[config.mk]
export PLATFORM = sky130hd
export DESIGN_NAME = sipo_collector_flat
export DESIGN_NICKNAME = d
export VERILOG_FILES = /design/src/rtl/sipo_collector_pkg.sv /design/src/rtl/sipo_collector_if.sv /design/src/rtl/sipo_collector_bit_shifter.sv /design/src/rtl/sipo_collector.sv /design/src/flat_wrapper.sv
export SDC_FILE = /design/constraint.sdc
export NUM_CORES = 1
export LEC_CHECK = 0
export CELL_PAD_IN_SITES_DETAIL_PLACEMENT = 1
export CELL_PAD_IN_SITES_GLOBAL_PLACEMENT = 2
export CORE_AREA = 2 2 44 46
export CTS_CLUSTER_DIAMETER = 120
export CTS_CLUSTER_SIZE = 12
export DETAILED_ROUTE_END_ITERATION = 16
export DIE_AREA = 0 0 46 48
export GPL_TIMING_DRIVEN = 0
export PLACE_DENSITY = 0.84
export SLEW_MARGIN = 20
export SYNTH_ARGS = -nofsm -noshare
export SYNTH_HDL_FRONTEND = slang
export SYNTH_SLANG_ARGS = --single-unit
export TNS_END_PERCENT = 1
[constraint.sdc]
create_clock -name clk -period 2.05 [get_ports clk]
set_clock_uncertainty 0.1 [all_clocks]
set_input_delay 0.41 -clock clk [delete_from_list [all_inputs] [get_ports clk]]
set_output_delay 0.41 -clock clk [all_outputs]
set_load 0.03 [all_outputs]
[src/rtl/sipo_collector_pkg.sv]
// Shared types and helpers for the serial-to-parallel collector.
package sipo_pkg;

  typedef enum logic [1:0] {IDLE, SHIFT, PAR} sipo_state_t;

  function automatic int unsigned cnt_width(input int unsigned width);
    return $clog2(width + 1);
  endfunction

endpackage

[src/rtl/sipo_collector_if.sv]
// Serial input stream and parallel word outputs of the collector.
interface sipo_collector_if #(
  parameter int unsigned WIDTH = 4
);
  logic             sin;
  logic             sin_valid;
  logic             sof;
  logic [WIDTH-1:0] q;
  logic             load;
  logic             parity_err;
  logic             frame_err;
  logic             busy;

  modport master (
    output sin, sin_valid, sof,
    input  q, load, parity_err, frame_err, busy
  );

  modport slave (
    input  sin, sin_valid, sof,
    output q, load, parity_err, frame_err, busy
  );
endinterface

[src/rtl/sipo_collector_bit_shifter.sv]
// WIDTH-bit shift register; exposes the next value so the word can be
// captured on the same edge as its last bit.
module bit_shifter #(
  parameter int unsigned WIDTH     = 4,
  parameter bit          MSB_FIRST = 1'b1
) (
  input  logic             clk,
  input  logic             rst,
  input  logic             shift_en,
  input  logic             clear_load,
  input  logic             sin,
  output logic [WIDTH-1:0] data,
  output logic [WIDTH-1:0] data_nxt
);

  always_comb begin
    data_nxt = data;
    if (clear_load) begin
      data_nxt = '0;
      if (MSB_FIRST) data_nxt[0] = sin;
      else           data_nxt[WIDTH-1] = sin;
    end else if (shift_en) begin
      if (MSB_FIRST) data_nxt = {data[WIDTH-2:0], sin};
      else           data_nxt = {sin, data[WIDTH-1:1]};
    end
  end

  always_ff @(posedge clk or negedge rst) begin
    if (!rst) data <= '0;
    else      data <= data_nxt;
  end

endmodule

[src/rtl/sipo_collector.sv]
// Collects a qualified serial stream into WIDTH-bit words with optional
// even-parity check; emits one registered load pulse per good word.
module sipo_collector #(
  parameter int unsigned WIDTH     = 4,
  parameter bit          MSB_FIRST = 1'b1,
  parameter bit          PARITY    = 1'b0
) (
  input logic            clk,
  input logic            rst,
  sipo_collector_if.slave bus
);
  import sipo_pkg::*;

  localparam int unsigned    CW   = cnt_width(WIDTH);
  localparam logic [CW-1:0]  LAST = CW'(WIDTH - 1);

  sipo_state_t      state, state_nxt;
  logic [CW-1:0]    cnt, cnt_nxt;
  logic             par, par_nxt;
  logic [WIDTH-1:0] q, q_nxt, sh_data, sh_next;
  logic             load, load_nxt;
  logic             perr, perr_nxt;
  logic             ferr, ferr_nxt;
  logic             shift_en, clear_load;
  logic             start;

  assign start = bus.sin_valid & bus.sof;

  bit_shifter #(
    .WIDTH     (WIDTH),
    .MSB_FIRST (MSB_FIRST)
  ) u_shifter (
    .clk        (clk),
    .rst        (rst),
    .shift_en   (shift_en),
    .clear_load (clear_load),
    .sin        (bus.sin),
    .data       (sh_data),
    .data_nxt   (sh_next)
  );

  always_comb begin
    state_nxt  = state;
    cnt_nxt    = cnt;
    par_nxt    = par;
    q_nxt      = q;
    load_nxt   = 1'b0;
    perr_nxt   = 1'b0;
    ferr_nxt   = 1'b0;
    shift_en   = 1'b0;
    clear_load = 1'b0;
    // A sof bit always restarts the word, even when it aborts one in flight.
    if (start) begin
      clear_load = 1'b1;
      state_nxt  = SHIFT;
      cnt_nxt    = CW'(1);
      par_nxt    = bus.sin;
      ferr_nxt   = (state != IDLE);
    end else if (bus.sin_valid) begin
      case (state)
        SHIFT: begin
          shift_en = 1'b1;
          cnt_nxt  = cnt + 1'b1;
          par_nxt  = par ^ bus.sin;
          if (cnt == LAST) begin
            if (PARITY) begin
              state_nxt = PAR;
            end else begin
              state_nxt = IDLE;
              cnt_nxt   = '0;
              q_nxt     = sh_next;
              load_nxt  = 1'b1;
            end
          end
        end
        PAR: begin
          state_nxt = IDLE;
          cnt_nxt   = '0;
          if (par ^ bus.sin) begin
            perr_nxt = 1'b1;
          end else begin
            q_nxt    = sh_data;
            load_nxt = 1'b1;
          end
        end
        default: ;
      endcase
    end
  end

  always_ff @(posedge clk or negedge rst) begin
    if (!rst) begin
      state <= IDLE;
      cnt   <= '0;
      par   <= 1'b0;
      q     <= '0;
      load  <= 1'b0;
      perr  <= 1'b0;
      ferr  <= 1'b0;
    end else begin
      state <= state_nxt;
      cnt   <= cnt_nxt;
      par   <= par_nxt;
      q     <= q_nxt;
      load  <= load_nxt;
      perr  <= perr_nxt;
      ferr  <= ferr_nxt;
    end
  end

  assign bus.q          = q;
  assign bus.load       = load;
  assign bus.parity_err = perr;
  assign bus.frame_err  = ferr;
  assign bus.busy       = (state != IDLE);

endmodule

[src/flat_wrapper.sv]
// flat-port wrapper written by rule: the top's interface ports become plain ports
module sipo_collector_flat import sipo_pkg::*;
#(
  parameter int unsigned WIDTH     = 4,
  parameter bit          MSB_FIRST = 1'b1,
  parameter bit          PARITY    = 1'b0
)
  (clk, rst, bus_sin, bus_sin_valid, bus_sof, bus_q, bus_load, bus_parity_err, bus_frame_err, bus_busy);
  sipo_collector_if #(.WIDTH(WIDTH)) bus_i ();
  input logic clk;
  input logic rst;
  input wire logic [$bits(bus_i.sin)-1:0] bus_sin;
  input wire logic [$bits(bus_i.sin_valid)-1:0] bus_sin_valid;
  input wire logic [$bits(bus_i.sof)-1:0] bus_sof;
  output wire logic [$bits(bus_i.q)-1:0] bus_q;
  output wire logic [$bits(bus_i.load)-1:0] bus_load;
  output wire logic [$bits(bus_i.parity_err)-1:0] bus_parity_err;
  output wire logic [$bits(bus_i.frame_err)-1:0] bus_frame_err;
  output wire logic [$bits(bus_i.busy)-1:0] bus_busy;
  assign bus_i.sin = bus_sin;
  assign bus_i.sin_valid = bus_sin_valid;
  assign bus_i.sof = bus_sof;
  assign bus_q = bus_i.q;
  assign bus_load = bus_i.load;
  assign bus_parity_err = bus_i.parity_err;
  assign bus_frame_err = bus_i.frame_err;
  assign bus_busy = bus_i.busy;
  sipo_collector #(.WIDTH(WIDTH), .MSB_FIRST(MSB_FIRST), .PARITY(PARITY)) u_core (.clk(clk), .rst(rst), .bus(bus_i));
endmodule
==> results.ini, run 1 <==
[pwr]
p_leak_nw = 0.318
p_per_area_nw_per_um2 = 1260
ir_worst_vdd_mv = 0.536

[cts]
clock-root-buffer = clkbuf_4
cts_buffer_depth = 2
cts_sinks = 13
cts_hold_buffers = 0
cts_tree = yes
cts_max_level = 1
clock_latency_ns = 0.27
numCtsBuffers = 3
cts_resized = 0
path_clk_slew_ns = 0.08
post-cts-setup-buffers = 0

[synth]
netlist_instances = 37
synth.avg_cell_area_sq_um = 14.4
synth-async-reset-ratio = 1.00
synthTopCellsByArea = dfrtp_1 (61%), mux2_2 (11%), a22o_2 (7.5%), nor3_4 (3.1%), ha_1 (2.3%)
synth_top_area_frac = 0.610
synth-main-ff-cell = dfrtp_1
synth_edf_count = 0
ys_types = 18
ys_top_cells_by_count = dfrtp_1 (13), mux2_2 (5), a22o_2 (4)
mappedNetlistArea_sq_um = 533
netlist.top_cell.by_area = dfrtp_1
synth_fp_nets = 43
ys_seq_area_frac = 0.610
yosys_warnings = 0
synth-seq-cells = 13
synth_most_common_cell = dfrtp_1

[setup_path]
slowest_stage = clkdlybuf4s50_1
r2r_slack_ns = 0.47
crit_fanout = 7
cp_cell_sequence = clkdlybuf4s50_1
critical_path.top_delay_family = buffers and inverters
critical_path_arrival_ns = 1.44
r2r-start = u_core.cnt[0]$_DFFE_PN0P_
cp-start-kind = flop
cp-end-kind = primary output
worst-r2r-cell-count = 4
crit_type = reg2out
reg2reg_to = u_core.bus.q[2]$_DFFE_PN0P_
critPathMaxStageDelay_ns = 0.71
worstPathRequired_ns = 1.54
critPathBufInv = 1

[route]
drc_errors = 0
firstDrtPassIters = 4
drt_iter0_markers = 5
wl_per_cell_microns = 14.9
antenna_left = 0
via_count = 361
routed_wl_mm = 1.03
post_drt_via_cell_ratio = 5.23

[cells_and_area]
diodes = 0
drive_gt1_frac = 0.327
ff_latch_area_sq_um = 325
nNetsFinal = 59
area_growth_pct = 29.6
stdcell_area_sq_um = 691
multi_input_area_sq_um = 196
fillers = 180
fin_util = 0.409

[run_status]
status = complete, no violations

[floorplanning]
die_y_microns = 48
core_area_sq_um = 1690
start_util = 0.316
rows = 15
die_x_microns = 46
die_area_sq_um = 2210
pin_count = 13

[run]
drv_cap = 0

[sta]
drv_slew = 0
setup_violations = 0
fin_crit_sh = 0.950
worst_pin_slew_ns = 0.579
whs_ns = 0.402
fin_crit_ns = 1.95
worst_slack_ns = 0.103
hold_viol_final = 0
clock.fmax_mhz = 514
setup-tns-final_ns = 0
rsz0062_at_grt = no
slew_headroom = 0.613

[placed_design]
port-buffer-count = 11
pre_cts_slack_ns = -0.0925
gp_congestion = 0.757
placed_area_sq_um = 664
dpl.hpwl_microns = 776

[grt]
gr-total-overflow = 0
use_met1 = 0.137
antenna_found_initial = 0
grt_pass1_vias = 361
grt_busiest_layer = met2
grt_use_met3 = 0.0566
groute.layer.met2.usage = 0.181
grt_usage = 0.116
grt_pass1_wl_mm = 1.71
grt_start_max_net_pins = 14

[worst_hold_path]
hp-class = in2async

registers in the layout (all words and copies together) (netlist names):
register,cells
u_core.u_shifter.data,3
u_core.bus.load,1
u_core.state,1
u_core.cnt,3
u_core.bus.q,4
u_core.bus.frame_err,1
worst max-delay path by stage:
stage / start / end / slack [ns] / cells past startpoint
after global placement: bus_sin_valid / u_core.bus.q[1]$_DFFE_PN0P_ / -0.02 / 4
after detailed placement: bus_sof / u_core.u_shifter.data[0]$_DFF_PN0_ / -0.09 / 3
after floorplan: u_core.state[0]$_DFFE_PN0P_ / u_core.bus.q[0]$_DFFE_PN0P_ / 0.48 / 3
after global routing: u_core.state[0]$_DFFE_PN0P_ / bus_busy / 0.03 / 1
after CTS: u_core.state[0]$_DFFE_PN0P_ / bus_busy / 0.08 / 1
final: u_core.state[0]$_DFFE_PN0P_ / bus_busy / 0.10 / 1
report_power, final:
part	total [mW]	internal, mW	switching (mW)
clock	0.155	0.0754	0.0794
sequential	0.379	0.328	0.0509
combinational	0.338	0.162	0.175
layout make-up:
| cell class | instances | area share |
|---|---|---|
| buffer | 1 | 0.0109 |
| clock buffer | 4 | 0.0380 |
| inverter | 1 | 0.00543 |
| multi-input combinational | 22 | 0.284 |
| sequential | 13 | 0.471 |
| tap | 17 | 0.0308 |
| timing repair buffer | 11 | 0.159 |
stage by stage:
stage	instances	power, mW
floorplan	37	0.582
global placement	65	0.707
detailed placement	65	0.728
CTS	69	0.888
global route	69	0.933
finish	69	0.871
layer usage:
metal  part of all wire  vias up
met3              0.050        2
met4             0.0078        0
met1               0.45      183
met5                  0        -
met2               0.49       11
li1                   -      165
kinds of logic (layout without fill, tap and decap cells):
family | after synthesis | after routing | synth area share
AND/OR/NAND/NOR | 6 | 6 | 0.0845
buffers and inverters | 2 | 17 | 0.0211
multiplexers | 5 | 5 | 0.106
AO/OA/AOI/OAI | 9 | 9 | 0.148
flip-flops | 13 | 13 | 0.610
other | 1 | 1 | 0.00704
adder cells (fa/ha/maj) | 1 | 1 | 0.0235
placed cells by master, fill, tap and decap left out:
master	n
mux2_2	5
nor3_4	1
a22o_2	4
nand2_1	1
nand2b_1	1
clkbuf_1	1
nor2_1	1
ha_1	1
conb_1	1
buf_4	1
clkbuf_4	3
dfrtp_1	13
a22o_1	1
a21boi_0	1
inv_1	1
a31o_2	1
o21ai_0	1
and3_2	1
clkdlybuf4s50_1	11
nand3b_1	1
a21o_2	1
(Power assumes the default switching activity.)
==> run 2: changes to the inputs <==
--- a/config.mk
+++ b/config.mk
@@ -5,6 +5,7 @@
 export SDC_FILE = /design/constraint.sdc
 export NUM_CORES = 1
 export LEC_CHECK = 0
+export CAP_MARGIN = 40
 export CELL_PAD_IN_SITES_DETAIL_PLACEMENT = 1
 export CELL_PAD_IN_SITES_GLOBAL_PLACEMENT = 2
 export CORE_AREA = 2 2 44 46
==> results of run 2 <==
Final layout, timing and power as in run 1 (identical DEF).
